===== src/rtl/baud_pkg.sv =====
// Shared state type, default widths and counter-width helper for the
// fractional baud generator.
package baud_pkg;

    typedef enum logic {
        IDLE = 1'b0,
        RUN  = 1'b1
    } baud_state_t;

    localparam int unsigned IBRD_W_DEF     = 16;
    localparam int unsigned FBRD_W_DEF     = 6;
    localparam int unsigned OVERSAMPLE_DEF = 16;

    function automatic int unsigned os_cnt_w(input int unsigned oversample);
        return (oversample > 1) ? $clog2(oversample) : 1;
    endfunction

endpackage


===== src/rtl/baud_frac_gen_if.sv =====
// Divisor programming and tick outputs of the baud generator, as seen by the
// register file (master) and the generator itself (slave).
interface baud_frac_gen_if
    import baud_pkg::*;
#(
    parameter int unsigned IBRD_W = IBRD_W_DEF,
    parameter int unsigned FBRD_W = FBRD_W_DEF
) ();

    logic              enable;
    logic [IBRD_W-1:0] ibrd;
    logic [FBRD_W-1:0] fbrd;
    logic              load;
    logic              tick_os;
    logic              tick_bit;
    logic              tick_mid;
    logic              baud_level;
    logic              running;
    logic              div_err;

    modport master (
        output enable, ibrd, fbrd, load,
        input  tick_os, tick_bit, tick_mid, baud_level, running, div_err
    );

    modport slave (
        input  enable, ibrd, fbrd, load,
        output tick_os, tick_bit, tick_mid, baud_level, running, div_err
    );

endinterface


===== src/rtl/baud_frac_core.sv =====
// Period counter plus phase accumulator: produces the registered oversample
// tick, with the fractional carry stretching the following period by a clock.
module baud_frac_core #(
    parameter int unsigned IBRD_W = 16,
    parameter int unsigned FBRD_W = 6
) (
    input  logic              clock,
    input  logic              reset,
    input  logic              start,
    input  logic              run,
    input  logic [IBRD_W-1:0] ibrd_nx,
    input  logic [FBRD_W-1:0] fbrd,
    output logic              tick,
    output logic              tick_nx
);

    localparam logic [IBRD_W:0] ONE = (IBRD_W+1)'(1);

    logic [IBRD_W:0]   cnt, cnt_d;
    logic [IBRD_W:0]   len, len_d;
    logic [FBRD_W-1:0] acc, acc_d;
    logic              carry;

    // Neither start nor run means idle: everything, including the phase, clears.
    always_comb begin
        cnt_d   = '0;
        len_d   = '0;
        acc_d   = '0;
        carry   = 1'b0;
        tick_nx = 1'b0;
        if (start) begin
            cnt_d   = ONE;
            len_d   = {1'b0, ibrd_nx};
            tick_nx = (len_d == ONE);
        end else if (run) begin
            if (tick) begin
                {carry, acc_d} = {1'b0, acc} + {1'b0, fbrd};
                len_d   = {1'b0, ibrd_nx} + {{IBRD_W{1'b0}}, carry};
                cnt_d   = ONE;
                tick_nx = (len_d == ONE);
            end else begin
                acc_d   = acc;
                len_d   = len;
                cnt_d   = cnt + ONE;
                tick_nx = (cnt_d == len);
            end
        end
    end

    always_ff @(posedge clock) begin
        if (!reset) begin
            cnt  <= '0;
            len  <= '0;
            acc  <= '0;
            tick <= 1'b0;
        end else begin
            cnt  <= cnt_d;
            len  <= len_d;
            acc  <= acc_d;
            tick <= tick_nx;
        end
    end

endmodule


===== src/rtl/baud_frac_gen.sv =====
// Fractional baud generator: shadow/active divisor registers, run FSM and the
// oversample-to-bit tick derivation around baud_frac_core.
module baud_frac_gen
    import baud_pkg::*;
#(
    parameter int unsigned IBRD_W     = IBRD_W_DEF,
    parameter int unsigned FBRD_W     = FBRD_W_DEF,
    parameter int unsigned OVERSAMPLE = OVERSAMPLE_DEF
) (
    input logic            clock,
    input logic            reset,
    baud_frac_gen_if.slave bus
);

    localparam int unsigned     OS_W    = os_cnt_w(OVERSAMPLE);
    localparam logic [OS_W-1:0] OS_LAST = OS_W'(OVERSAMPLE - 1);
    localparam logic [OS_W-1:0] OS_MID  = OS_W'(OVERSAMPLE / 2 - 1);
    localparam logic [OS_W-1:0] OS_ONE  = OS_W'(1);

    baud_state_t       state, state_d;
    logic [IBRD_W-1:0] sh_ibrd, act_ibrd, act_ibrd_d;
    logic [FBRD_W-1:0] sh_fbrd, act_fbrd, act_fbrd_d;
    logic [OS_W-1:0]   os_cnt, os_d;
    logic              start, stay;
    logic              tick_os, tick_nx;
    logic              tick_bit_q, tick_mid_q, baud_q, div_err_q;

    // A load on the tick cycle bypasses the shadow so it governs the very next period.
    always_comb begin
        state_d    = state;
        start      = 1'b0;
        stay       = 1'b0;
        act_ibrd_d = act_ibrd;
        act_fbrd_d = act_fbrd;
        if (state == IDLE) begin
            act_ibrd_d = sh_ibrd;
            act_fbrd_d = sh_fbrd;
        end else if (tick_os) begin
            act_ibrd_d = bus.load ? bus.ibrd : sh_ibrd;
            act_fbrd_d = bus.load ? bus.fbrd : sh_fbrd;
        end
        case (state)
            IDLE: begin
                if (bus.enable && act_ibrd != '0) begin
                    state_d = RUN;
                    start   = 1'b1;
                end
            end
            RUN: begin
                if (bus.enable && act_ibrd_d != '0) stay = 1'b1;
                else                                state_d = IDLE;
            end
            default: state_d = IDLE;
        endcase
        os_d = '0;
        if (stay) os_d = tick_os ? os_cnt + OS_ONE : os_cnt;
    end

    baud_frac_core #(
        .IBRD_W (IBRD_W),
        .FBRD_W (FBRD_W)
    ) u_core (
        .clock   (clock),
        .reset   (reset),
        .start   (start),
        .run     (stay),
        .ibrd_nx (act_ibrd_d),
        .fbrd    (act_fbrd),
        .tick    (tick_os),
        .tick_nx (tick_nx)
    );

    always_ff @(posedge clock) begin
        if (!reset) begin
            state      <= IDLE;
            sh_ibrd    <= '0;
            sh_fbrd    <= '0;
            act_ibrd   <= '0;
            act_fbrd   <= '0;
            os_cnt     <= '0;
            tick_bit_q <= 1'b0;
            tick_mid_q <= 1'b0;
            baud_q     <= 1'b0;
            div_err_q  <= 1'b0;
        end else begin
            state <= state_d;
            if (bus.load) begin
                sh_ibrd <= bus.ibrd;
                sh_fbrd <= bus.fbrd;
            end
            act_ibrd   <= act_ibrd_d;
            act_fbrd   <= act_fbrd_d;
            os_cnt     <= os_d;
            tick_bit_q <= tick_nx && (os_d == OS_LAST);
            tick_mid_q <= tick_nx && (os_d == OS_MID);
            baud_q     <= stay && (baud_q ^ tick_bit_q);
            div_err_q  <= bus.enable && (act_ibrd_d == '0);
        end
    end

    assign bus.tick_os    = tick_os;
    assign bus.tick_bit   = tick_bit_q;
    assign bus.tick_mid   = tick_mid_q;
    assign bus.baud_level = baud_q;
    assign bus.running    = (state == RUN);
    assign bus.div_err    = div_err_q;

endmodule


===== src/flat_wrapper.sv =====
// flat-port wrapper written by rule: the top's interface ports become plain ports
module baud_frac_gen_flat import baud_pkg::*;
#(
    parameter int unsigned IBRD_W     = IBRD_W_DEF,
    parameter int unsigned FBRD_W     = FBRD_W_DEF,
    parameter int unsigned OVERSAMPLE = OVERSAMPLE_DEF
)
  (clock, reset, bus_enable, bus_ibrd, bus_fbrd, bus_load, bus_tick_os, bus_tick_bit, bus_tick_mid, bus_baud_level, bus_running, bus_div_err);
  baud_frac_gen_if #(.IBRD_W(IBRD_W), .FBRD_W(FBRD_W)) bus_i ();
  input logic clock;
  input logic reset;
  input wire logic [$bits(bus_i.enable)-1:0] bus_enable;
  input wire logic [$bits(bus_i.ibrd)-1:0] bus_ibrd;
  input wire logic [$bits(bus_i.fbrd)-1:0] bus_fbrd;
  input wire logic [$bits(bus_i.load)-1:0] bus_load;
  output wire logic [$bits(bus_i.tick_os)-1:0] bus_tick_os;
  output wire logic [$bits(bus_i.tick_bit)-1:0] bus_tick_bit;
  output wire logic [$bits(bus_i.tick_mid)-1:0] bus_tick_mid;
  output wire logic [$bits(bus_i.baud_level)-1:0] bus_baud_level;
  output wire logic [$bits(bus_i.running)-1:0] bus_running;
  output wire logic [$bits(bus_i.div_err)-1:0] bus_div_err;
  assign bus_i.enable = bus_enable;
  assign bus_i.ibrd = bus_ibrd;
  assign bus_i.fbrd = bus_fbrd;
  assign bus_i.load = bus_load;
  assign bus_tick_os = bus_i.tick_os;
  assign bus_tick_bit = bus_i.tick_bit;
  assign bus_tick_mid = bus_i.tick_mid;
  assign bus_baud_level = bus_i.baud_level;
  assign bus_running = bus_i.running;
  assign bus_div_err = bus_i.div_err;
  baud_frac_gen #(.IBRD_W(IBRD_W), .FBRD_W(FBRD_W), .OVERSAMPLE(OVERSAMPLE)) u_core (.clock(clock), .reset(reset), .bus(bus_i));
endmodule

===== config.mk =====
export PLATFORM = sky130hd
export DESIGN_NAME = baud_frac_gen_flat
export DESIGN_NICKNAME = d
export VERILOG_FILES = /design/src/rtl/baud_pkg.sv /design/src/rtl/baud_frac_gen_if.sv /design/src/rtl/baud_frac_core.sv /design/src/rtl/baud_frac_gen.sv /design/src/flat_wrapper.sv
export SDC_FILE = /design/constraint.sdc
export NUM_CORES = 1
export LEC_CHECK = 0
export ABC_AREA = 1
export CORE_UTILIZATION = 60
export DETAILED_ROUTE_END_ITERATION = 10
export PLACE_DENSITY = 0.89
export SYNTH_ARGS = -nofsm -noshare
export SYNTH_HDL_FRONTEND = slang
export SYNTH_SLANG_ARGS = --single-unit

===== constraint.sdc =====
create_clock -name clock -period 7.8 [get_ports clock]
set_clock_uncertainty 0.05 [all_clocks]
set_input_delay 1.56 -clock clock [delete_from_list [all_inputs] [get_ports clock]]
set_output_delay 1.56 -clock clock [all_outputs]
set_load 0.1 [all_outputs]

Word level (Yosys, flattened, before mapping)
Index checks and enable logic that the tools add are counted.

Register bits after elaboration: 94. Input bits: 26. Output and inout bits: 6. Logic and storage cells: 64.

Add/sub/neg operators: 4. Eq/ne operators: 7. Muxes and demuxes: 22. Bitwise logic cells: 4. Reduce and logical (&&, ||, !) cells: 11.

Operators with widths (count): two-way mux 16 bit (6); nonzero test 16 bit (2); two-way mux 6 bit (3); adder 16 x 1 -> 17 bit (1); adder 17 x 1 -> 17 bit, second input constant (1); equality test 17 x 1 -> 1 bit, second input constant (1); equality test 17 bit (1); equality test 16 x 1 -> 1 bit, second input constant (1); logical NOT 16 bit (1); two-way mux 1 bit (10); two-way mux 4 bit (2); adder 6 x 6 -> 7 bit (1); logical AND 1 bit (6); adder 4 x 1 -> 4 bit, second input constant (1); equality test 4 x 3 -> 1 bit, second input constant (1); equality test 4 bit, second input constant (1); OR reduction 4 bit (1); inequality test 3 bit, second input constant (1); inverter 1 bit (3); OR reduction 3 bit (1); inequality test 2 bit, second input constant (1); one-hot mux 1 bit (2 select lines) (1); XOR 1 bit (1).

Logic depth before layout (Yosys ltp)
Depth in word-level cells: 10. Mapped depth: 21. Depth with buffers taken out: 20.

Modules after synthesis
A second synthesis with hierarchy kept.

Cells, all modules: 797. Area total of the unflattened synthesis: 5252.5 um^2.

Modules (own cells, without submodules): baud_frac_core (instances 1, cells an instance 441, area an instance 2822.7 um^2, seq. area each 820.8 um^2); baud_frac_gen (instances 1, cells an instance 356, area an instance 2429.8 um^2, seq. area each 1061.0 um^2).

Least setup slack after synthesis
Ideal clock, no wire load.

Path type: in2reg. Start: input port bus_load. End: register u_core.tick_bit_q (netlist: u_core.bus.tick_bit). Library setup time: 0.064 ns. Arrival: 3.417 ns. Data required time: 7.686 ns. Path slack: 4.269 ns. Stages: 21. Path buffers: 2. Cells stage by stage: buf_6 > inv_4 > buf_6 > nand2_1 > nand2_1 > nand2_1 > nand2_1 > ha_1 > ha_1 > nand2_1 > nor2_4 > nand2_1 > nand2_1 > nand3_1 > nor2_1 > nand2_1 > nor2_1 > nand4_1 > nand2_1 > nand2_1 > nor2_1.

Word-level cells in the longest chain between the ends: 10. Elaborated cells between the ends (all ways): 16. Those cells by class: add/sub (1); eq/ne (3); mux (9); reduce/logical (3).

Ends and longest elaborated chain: from (decl) (RTL line flat_wrapper.sv:15) `input wire logic [$bits(bus_i.load)-1:0] bus_load;`; two-way mux 16 bit (*); two-way mux 16 bit (*) (RTL line baud_frac_gen.sv:38) `end else if (tick_os) begin`; two-way mux 16 bit (*) (RTL line baud_frac_gen.sv:35) `if (state == IDLE) begin`; named net u_core.act_ibrd_d[0] (RTL line baud_frac_gen.sv:21) `logic [IBRD_W-1:0] sh_ibrd, act_ibrd, act_ibrd_d;`; parallel branches: the longest is 6 deep, another holds adder 16 x 1 -> 17 bit; logical AND 1 bit (*) (RTL line baud_frac_gen.sv:94) `tick_bit_q <= tick_nx && (os_d == OS_LAST);`; to (signal assigned) (RTL line baud_frac_gen.sv:94); to (decl) (RTL line baud_frac_gen.sv:26) `logic tick_bit_q, tick_mid_q, baud_q, div_err_q;`.

Mark *: on every way through the listed nets, which the timed path passes. A chain may end at the register's enable or synchronous reset.

Worst setup path in the final report
Start: input port bus_load. End: register u_core.tick_mid_q (netlist: u_core.bus.tick_mid).

Word-level cells in the longest chain between the ends: 10. Elaborated cells between the ends (all ways): 16. Those cells by class: add/sub (1); eq/ne (3); mux (9); reduce/logical (3).

Ends and longest elaborated chain: two-way mux 16 bit (*); two-way mux 16 bit (*) (RTL line baud_frac_gen.sv:38); two-way mux 16 bit (*) (RTL line baud_frac_gen.sv:35); named net u_core.act_ibrd_d[0] (RTL line baud_frac_gen.sv:21); parallel branches: the longest is 6 deep, another holds adder 16 x 1 -> 17 bit; logical AND 1 bit (*) (RTL line baud_frac_gen.sv:95) `tick_mid_q <= tick_nx && (os_d == OS_MID);`; to (signal assigned) (RTL line baud_frac_gen.sv:95); to (decl) (RTL line baud_frac_gen.sv:26).

Marked as above.

==> impl_metrics.toml <==
[layout]
fill_cells = 723
diodes = 0
drive_gt1_share_pct = 7.89
nNetsFinal = 818
design_area_um2 = 5640
syn_to_final_growth_pct = 9.47

[placement]
portBuffers = 31
hpwlAfterDp_um = 9410
place_area_um2 = 5450
gp_congestion = 0.942

[drt]
drc = 0
vias = 4994
final_antenna_net_count = 0
routedWlPerCell_um = 14.3
vias_per_cell = 5.60
first_pass_iters = 5
wirelength_um = 12800
drt_iter0_markers = 370

[logic_synthesis]
ys_ff_latch = 94
synth_seq_area_share_pct = 36.5
syn_area_um2 = 5150
syn_avg_cell_area_um2 = 6.77
synth_edf_count = 0
yosys.area.top_type_share_pct = 36.5
synth_top_cell_by_area = "dfxtp_1"
async_flop_share_pct = 0
synth_cell_types = 37
netlist_top_cells_area = "dfxtp_1 (37%), nand2_1 (16%), nor2_1 (7.3%)"
synth_nets = 799
synthFlopType = "dfxtp_1"
syn_inst = 762
ys_warn_count = 0

[power_and_ir_drop]
power_density_nw_per_um2 = 175
ir_worst_vdd_mv = 0.0848
p_leak_uw = 0.00226

[floorplan]
io_pins = 32
die-width_um = 94.7
start_util_pct = 62.4
std_cell_rows = 33
core_um2 = 8260
die_h_um = 94.7
design.die.area_um2 = 8970

[global_route]
grt_pass1_vias = 4587
track_usage_pct = 30.7
overflow = 0
antenna_found_initial = 0
grt_max_degree = 35
grt_pass1_wl_um = 21300

[sta]
setup_viol = 0
period_needed_ns = 4.46
maxSlewHeadroom_pct = 35.5
slew_violations = 0
post-route-period-util_pct = 57.2
worst_pin_slew_ns = 0.964
setup_tns_ns = 0
rsz0062_at_grt = "false"
finalHoldViolCount = 0
max_freq_mhz = 224

[cts]
insertion_delay_ns = 0.36
h-tree-depth = 3
cts_resized = 0
clock_sinks = 94
postCtsSetupRepairBufs = 0
cts-root-buf = "clkbuf_8"
cts-buffers-inserted = 9
hold_buffers = 0
clockBufferDepth = 2
cts_tree = "done"
clk_pin_slew_ns = 0.10

[critical_path]
start_kind = "input pin"
critPathMaxFanout = 28
end_kind = "flip-flop"
critPathArrivalTime_ns = 4.68
crit_required_ns = 8.02
crit_type = "in2reg"

[worst_hold_path]
hold_path.class = "reg2reg"

[outcome]
status = "completed"

[run]
maxCapViolCount = 0
[flip-flops by register name, summed over array words and instances (netlist names)]
register / flops
u_core.bus.div_err: 1
u_core.u_core.acc: 6
u_core.bus.tick_bit: 1
u_core.u_core.cnt: 17
u_core.sh_fbrd: 6
u_core.act_fbrd: 6
u_core.bus.tick_mid: 1
u_core.u_core.len: 17
u_core.bus.running: 1
u_core.sh_ibrd: 16
u_core.bus.baud_level: 1
u_core.u_core.tick: 1
u_core.os_cnt: 4
u_core.act_ibrd: 16
[cells in the final DEF (no fill, tap or decap), types with 6 or more instances in the layout]
cell type        count
clkdlybuf4s50_1     31
nand2_1            216
ha_1                10
nand4_1             18
a211oi_1             8
xnor2_1              6
a21oi_1             51
clkbuf_8            10
xor2_1              13
inv_2                9
nor2_1             100
o21ai_0             34
dfxtp_1             94
nand3_1             38
inv_1               66
nand2_2             20
[cell usage after synthesis (8+ instances only)]
master      n
nand2_2    20
a211oi_1    8
nor2_1    100
ha_1       10
a21oi_1    51
clkbuf_1   11
inv_1      66
nand2_1   216
nand3_1    38
dfxtp_1    94
inv_2       9
o21ai_0    34
xor2_1     13
nand4_1    18
[layer usage]
metal | vias up | routed length (um) | part of all wire (%) | GRT usage (%)
li1 | 2491 | - | - | -
met1 | 2304 | 5690 | 45 | 40.9
met3 | 26 | 883 | 6.9 | 5.72
met2 | 173 | 5930 | 46 | 49.3
met5 | - | 0 | 0 | 0
met4 | 0 | 257 | 2.0 | 11.9
[kinds of logic (layout without fill, tap and decap cells)]
kind of cell               count (synthesis)  count (layout)  synth area share, %
AOI/OAI and AO/OA                        115             115                 12.5
xor gates and xnor gates                  21              21                 4.10
adders and majority gates                 11              11                 2.82
buffers and inverters                    103             127                 8.83
DFF                                       94              94                 36.5
and+or+nand+nor                          418             418                 35.2
[through the flow]
| step | setup WS, ns | utilization, % | std cells | hold WS, ns | power (uW) |
|---|---|---|---|---|---|
| floorplan | 4.27 | - | 762 | 0.394 | 639 |
| global placement | 3.18 | 66.0 | 875 | 0.403 | 678 |
| detailed placement | 3.06 | 66.0 | 875 | 0.411 | 681 |
| CTS | 3.41 | 68.3 | 891 | 0.426 | 987 |
| global route | 2.91 | 68.3 | 891 | 0.451 | 1030 |
| finish | 3.34 | 68.3 | 891 | 0.424 | 988 |
[final cells by class]
cell class | instances | area [um2] | area share, %
clock inverter | 6 | 52.6 | 0.931
sequential | 94 | 1880 | 33.3
timing repair buffer | 33 | 325 | 5.76
multi-input combinational | 565 | 2820 | 49.9
clock buffer | 10 | 138 | 2.44
tap | 105 | 131 | 2.33
inverter | 78 | 297 | 5.25
[power by group]
| part | total (uW) | internal, uW | switching, uW |
|---|---|---|---|
| logic | 156 | 54.1 | 102 |
| clock network | 315 | 130 | 185 |
| registers | 517 | 500 | 17.5 |
[worst max-delay path: stages]
cell             delay (ns)
clkdlybuf4s50_1        0.72
inv_4                  0.37
nand2_1                0.14
nand2_1                0.08
nand2_1                0.05
nand2_1                0.11
ha_1                   0.22
ha_1                   0.24
nand3_1                0.16
nor2_2                 0.16
nand2_1                0.08
nor2_1                 0.15
nand2_1                0.16
nand3_1                0.11
nor2_1                 0.05
nand4_1                0.13
nand2_1                0.07
nand2_1                0.07
nor2_1                 0.04
[path summary, 6_finish.rpt]
check / start / slack, ns / cells after the start / endpoint
worst max-delay path: bus_load / 3.34 / 19 / u_core.bus.tick_mid$_SDFF_PN0_
worst min-delay path: u_core.sh_fbrd[1]$_SDFF_PN0_ / 0.42 / 2 / u_core.sh_fbrd[1]$_SDFF_PN0_
worst max register to register: u_core.u_core.tick$_SDFF_PN0_ / 4.26 / 18 / u_core.bus.tick_mid$_SDFF_PN0_
worst min register to register: u_core.sh_fbrd[1]$_SDFF_PN0_ / 0.42 / 2 / u_core.sh_fbrd[1]$_SDFF_PN0_
(Power assumes the default switching activity.)
